[src/rtl/draw_sequencer.sv]
// rtl/draw_sequencer.sv - clear-then-triangle draw sequencer with VGA plot-bus mux
// Optional watchdog abort enabled by defining DRAW_SEQ_TIMEOUT_EN.
module draw_sequencer #(
    parameter logic [2:0] CLEAR_COLOUR   = 3'b000,
    parameter int         TIMEOUT_CYCLES = 40000
) (
    input  logic       clk,
    input  logic       rst,
    input  logic       start,
    input  logic [2:0] colour,
    input  logic [7:0] centre_x,
    input  logic [6:0] centre_y,
    input  logic [7:0] diameter,
    output logic       done,
    output logic       err,
    output logic       fs_start,
    input  logic       fs_done,
    input  logic [7:0] fs_vga_x,
    input  logic [6:0] fs_vga_y,
    input  logic       fs_vga_plot,
    output logic       tri_start,
    input  logic       tri_done,
    output logic [2:0] tri_colour,
    output logic [7:0] tri_centre_x,
    output logic [6:0] tri_centre_y,
    output logic [7:0] tri_diameter,
    input  logic [7:0] tri_vga_x,
    input  logic [6:0] tri_vga_y,
    input  logic [2:0] tri_vga_colour,
    input  logic       tri_vga_plot,
    output logic [7:0] vga_x,
    output logic [6:0] vga_y,
    output logic [2:0] vga_colour,
    output logic       vga_plot
);

    typedef enum logic [2:0] {
        IDLE,
        CLR_GO,
        CLR_WAIT,
        TRI_GO,
        TRI_WAIT,
        FIN,
        ERR
    } state_t;

    state_t     state_q, state_d;
    logic [2:0] colour_q, colour_d;
    logic [7:0] cx_q, cx_d;
    logic [6:0] cy_q, cy_d;
    logic [7:0] diam_q, diam_d;

`ifdef DRAW_SEQ_TIMEOUT_EN
    logic [31:0] wd_q, wd_d;
    logic        wd_expired;

    assign wd_expired = (wd_q == 32'(TIMEOUT_CYCLES - 1));
`else
    logic unused_timeout;

    assign unused_timeout = (TIMEOUT_CYCLES != 0);
`endif

    always_ff @(posedge clk) begin
        if (rst) begin
            state_q  <= IDLE;
            colour_q <= '0;
            cx_q     <= '0;
            cy_q     <= '0;
            diam_q   <= '0;
`ifdef DRAW_SEQ_TIMEOUT_EN
            wd_q     <= '0;
`endif
        end else begin
            state_q  <= state_d;
            colour_q <= colour_d;
            cx_q     <= cx_d;
            cy_q     <= cy_d;
            diam_q   <= diam_d;
`ifdef DRAW_SEQ_TIMEOUT_EN
            wd_q     <= wd_d;
`endif
        end
    end

    // GO states deliberately ignore engine done so a done left high by a prior run is not taken.
    always_comb begin
        state_d  = state_q;
        colour_d = colour_q;
        cx_d     = cx_q;
        cy_d     = cy_q;
        diam_d   = diam_q;
`ifdef DRAW_SEQ_TIMEOUT_EN
        wd_d     = wd_q;
`endif
        unique case (state_q)
            IDLE: begin
                if (start) begin
                    colour_d = colour;
                    cx_d     = centre_x;
                    cy_d     = centre_y;
                    diam_d   = diameter;
                    state_d  = CLR_GO;
                end
            end
            CLR_GO: begin
                state_d = CLR_WAIT;
`ifdef DRAW_SEQ_TIMEOUT_EN
                wd_d    = '0;
`endif
            end
            CLR_WAIT: begin
                if (fs_done) begin
                    state_d = TRI_GO;
                end
`ifdef DRAW_SEQ_TIMEOUT_EN
                else if (wd_expired) begin
                    state_d = ERR;
                end else begin
                    wd_d = wd_q + 32'd1;
                end
`endif
            end
            TRI_GO: begin
                state_d = TRI_WAIT;
`ifdef DRAW_SEQ_TIMEOUT_EN
                wd_d    = '0;
`endif
            end
            TRI_WAIT: begin
                if (tri_done) begin
                    state_d = FIN;
                end
`ifdef DRAW_SEQ_TIMEOUT_EN
                else if (wd_expired) begin
                    state_d = ERR;
                end else begin
                    wd_d = wd_q + 32'd1;
                end
`endif
            end
            FIN, ERR: begin
                if (!start) begin
                    state_d = IDLE;
                end
            end
            default: state_d = IDLE;
        endcase
    end

    always_comb begin
        fs_start   = (state_q == CLR_GO) || (state_q == CLR_WAIT);
        tri_start  = (state_q == TRI_GO) || (state_q == TRI_WAIT);
        done       = (state_q == FIN) || (state_q == ERR);
        err        = (state_q == ERR);
        vga_x      = '0;
        vga_y      = '0;
        vga_colour = '0;
        vga_plot   = 1'b0;
        if (fs_start) begin
            vga_x      = fs_vga_x;
            vga_y      = fs_vga_y;
            vga_colour = CLEAR_COLOUR;
            vga_plot   = fs_vga_plot;
        end else if (tri_start) begin
            vga_x      = tri_vga_x;
            vga_y      = tri_vga_y;
            vga_colour = tri_vga_colour;
            vga_plot   = tri_vga_plot;
        end
    end

    assign tri_colour   = colour_q;
    assign tri_centre_x = cx_q;
    assign tri_centre_y = cy_q;
    assign tri_diameter = diam_q;

endmodule
[config.mk]
export PLATFORM = sky130hd
export DESIGN_NAME = draw_sequencer
export DESIGN_NICKNAME = d
export VERILOG_FILES = /design/src/rtl/draw_sequencer.sv
export SDC_FILE = /design/constraint.sdc
export NUM_CORES = 1
export LEC_CHECK = 0
export CORE_AREA = 4 4 68 70
export DETAILED_ROUTE_END_ITERATION = 8
export DIE_AREA = 0 0 72 74
export GPL_TIMING_DRIVEN = 0
export PLACE_DENSITY_LB_ADDON = 0.12
export SYNTH_ARGS = -nofsm -noshare
export SYNTH_HDL_FRONTEND = slang
export SYNTH_SLANG_ARGS = --single-unit
[constraint.sdc]
create_clock -name clk -period 3.4 [get_ports clk]
set_input_delay 0.68 -clock clk [delete_from_list [all_inputs] [get_ports clk]]
set_output_delay 0.68 -clock clk [all_outputs]
set_load 0.01 [all_outputs]
==> impl_summary.log <==
INFO  metric finalInstanceArea = approximately 0.0026 sq mm
INFO  metric global_route.overflow_total = 0
INFO  metric synth-edff-count = 0
INFO  metric grt_usage = between 10% and 20%
INFO  metric hold_buffers = 0
INFO  metric timing.slew.headroom = between 60% and 70%
INFO  metric min_to = tri_centre_x[0]$_SDFFE_PP0P_
INFO  metric synth.distinct_cells = 25
INFO  metric final_critical_path_time_including_i_o_delays_and_setup = about 2.9 ns
INFO  metric timing.critical_path.max_delay_family = buffers and inverters
INFO  metric die_width = roughly 72 microns
INFO  metric cts.repair.resized = 0
INFO  metric timing_hold_violations_final = 0
INFO  metric crit-reg2reg-launch = state_q[2]$_SDFFE_PP0P_
INFO  metric area.sequential = slightly below 600 sq um
INFO  metric power_per_cell_area = ~580 mW/mm^2
INFO  metric postSynthRegisterBits = 29
INFO  metric timing.clock.skew = 0.00529 ns
INFO  metric timing.hold.worst_path_depth = 2
INFO  metric timing.final.ws_setup = 0.527 ns
INFO  metric largest_net_degree_at_the_start_of_global_routing = 11
INFO  metric rr_worst_depth = 5
INFO  metric antenna_left = 0
INFO  metric drt_drc_violations_left = 0
INFO  metric critical_path_arrival = about 2.2 ns
INFO  metric main_flop_type_after_synthesis = dfxtp_1
INFO  metric floorplan.io_pins = around 120
INFO  metric cts-root-to-sink-buffers = 2
INFO  metric first_global_vias = ~1400
INFO  metric grt_setup_unrepaired = false
INFO  metric root_buffer = clkbuf_8
INFO  metric final.hold.worst_slack = about 0.45 ns
INFO  metric max-cap-violations = 0
INFO  metric synth_sequential_area_ratio = a little over two fifths
INFO  metric final_min_period_over_clock_period = approximately 84%
INFO  metric detail_route.wirelength = 4.69 mm
INFO  metric postSynth.asyncResetShare = 0%
INFO  metric drt-wirelength-per-cell = ~14 microns
INFO  metric dieArea = around 0.0053 sq mm
INFO  metric initial_core_util = roughly a third
INFO  metric cellLeakagePower = between 0.001 and 0.0015 uW
INFO  metric worstHoldStart = tri_centre_x[0]$_SDFFE_PP0P_
INFO  metric cts_tree = built
INFO  metric total_cts_buffers = 5
INFO  metric via_count = 1555
INFO  metric port-buffer-count = around 110
INFO  metric path_max_fanout = 10
INFO  metric crit_path_end_kind = output port
INFO  metric std_cell_rows = 23
INFO  metric critical_path_buf_inv_count = 3
INFO  metric finish.net_count = 349
INFO  metric htreeDepth = 2
INFO  metric detailed_place_hpwl = 3.81 mm
INFO  metric number_of_antenna_violations_at_the_first_check_in_global_routing = 0
INFO  metric ff2ff_setup_slack = 1.87 ns
INFO  metric max-vdd-ir-drop = between 0.0003 and 0.0004 V
INFO  metric number_of_optimization_iterations_in_the_first_detailed_route_pass = 4
INFO  metric min-delay-path-class = reg2reg
INFO  metric total_setup_buffers_inserted_after_cts = 0
INFO  metric place_area = about 0.0025 sq mm
INFO  metric finalNonFillerCells = 334
INFO  metric cp.required = approximately 2.7 ns
INFO  metric routability_cong = just under 0.8
INFO  metric finalSetupViolCount = 0
INFO  metric status = finished clean
INFO  metric pre_cts_slack = just under 0.8 ns
INFO  metric setup_tns = 0 ns
INFO  metric crit_cells = 6
INFO  metric cp_cell_sequence = buf_2, or3b_1, o21ai_1, buf_2, a22o_1, clkdlybuf4s50_1
INFO  metric worst_slew_pin_slew = around 0.50 ns
INFO  metric timing.critical_path.slowest_stage_cell = clkdlybuf4s50_1
INFO  metric syn_inst = between 150 and 200
INFO  metric slowest_delay = 0.54 ns
INFO  metric synthesis.nets = between 200 and 250
INFO  metric drt-vias-per-instance = around 4.7
INFO  metric cts_num_sinks = 29
INFO  metric fillerInstances = around 350
INFO  metric fraction_of_layout_cells_with_a_size_suffix_above_1 = about 7.7%
INFO  metric insertedDiodeCount = 0
INFO  metric detail_route.iter0.violations = 28
INFO  metric multi_input_logic_area = 647 sq um
INFO  metric die_h = approximately 74 microns
INFO  metric regToRegEndpoint = tri_centre_y[3]$_SDFFE_PP0P_
INFO  metric grt_pass1_wl = ~7.2 mm
INFO  metric cts.clk_slew.worst_paths = roughly 0.06 ns
INFO  metric worstSkewPairLatency = between 0.2 and 0.3 ns
INFO  metric area_growth_syn_to_layout = 98.1%
INFO  metric syn_std_cell_area = around 0.0013 sq mm
INFO  metric max_freq = roughly 350 MHz
INFO  metric coreArea = around 0.0040 sq mm
INFO  metric slew_violations = 0
INFO  metric syn_avg_cell_area = approximately 8.2 sq um
INFO  metric cp-start-kind = flop
INFO  metric yosys_warnings = 0
INFO  metric criticalPathCategory = reg2out
INFO  metric placed_cells = 326
INFO  metric crit_top_cell = buf_2
## cells by family (layout without fill, tap and decap cells)
family                    count (synthesis)  after routing  share of synthesized area (%)
buffers and inverters                    16            137                           8.06
xor gates and xnor gates                  1              1                          0.656
muxes                                     1              1                          0.843
and+or+nand+nor                          67             67                           23.3
AOI/OAI and AO/OA                        49             49                           23.6
DFF                                      29             29                           43.5
## metal layers
| metal | vias to the layer above | wire length (microns) | part of all wire [%] | global-route usage, % |
|---|---|---|---|---|
| met4 | 0 | 67 | 1.4 | 6.89 |
| met2 | 81 | 2190 | 47 | 29.3 |
| li1 | 792 | - | - | - |
| met3 | 7 | 475 | 10 | 6.35 |
| met5 | - | 0 | 0 | 0 |
| met1 | 675 | 1960 | 42 | 20.5 |
## flip-flops by register name (all words and copies together), names as in the netlist
register      count
tri_centre_x      8
tri_centre_y      7
state_q           3
tri_diameter      8
tri_colour        3
## cell type report
type / instances / share of cell area [%]
Timing Repair Buffer: 113 / 42.8
Multi-Input combinational cell: 118 / 24.5
Sequential cell: 29 / 21.9
Buffer: 14 / 3.78
Clock buffer: 7 / 3.26
Tap cell: 50 / 2.37
Clock inverter: 1 / 1.14
Inverter: 2 / 0.284
## power breakdown
part,internal (uW),switching [uW],total [uW]
Sequential,392,22.7,415
Combinational,428,327,755
Clock,238,124,363
## per-stage QoR
step	utilization, %	power (uW)
floorplan	-	795
global placement	63.7	1180
detailed placement	63.7	1190
CTS	66.6	1550
global route	66.6	1630
finish	66.6	1530
## layout by cell type (no fill, tap or decap), types with 2 or more instances in the layout
cell type,instances
nand3b_1,2
clkbuf_1,4
dfxtp_1,29
buf_2,5
buf_6,3
a21oi_1,29
nand2_1,54
a22o_1,16
and2_1,5
buf_4,2
clkdlybuf4s50_1,113
clkbuf_8,6
## how the worst max path moves through the flow
stage                            startpoint       end  slack [ns]
floorplan           state_q[2]$_SDFFE_PP0P_  vga_x[1]        1.41
global placement    state_q[2]$_SDFFE_PP0P_  vga_y[4]        0.82
detailed placement  state_q[2]$_SDFFE_PP0P_  vga_y[5]        0.80
CTS                 state_q[2]$_SDFFE_PP0P_  vga_y[5]        0.49
global route        state_q[2]$_SDFFE_PP0P_  vga_y[4]        0.34
finish              state_q[2]$_SDFFE_PP0P_  vga_y[5]        0.53
## cells in the mapped netlist (2+ instances only)
master	n	area (sq um)
nand2_1	54	203
buf_6	3	33.8
clkbuf_1	3	11.3
and2_1	5	31.3
dfxtp_1	29	581
a21oi_1	29	145
buf_2	5	25.0
a22o_1	16	140
buf_4	2	15.0
nand3b_1	2	15.0
## worst min-delay path, cell delays in order, from the launching register on
cell	delay (ns)
dfxtp_1	0.31
nand2_1	0.05
a21oi_1	0.05
No activity file was read; power rests on OpenSTA's default activity.
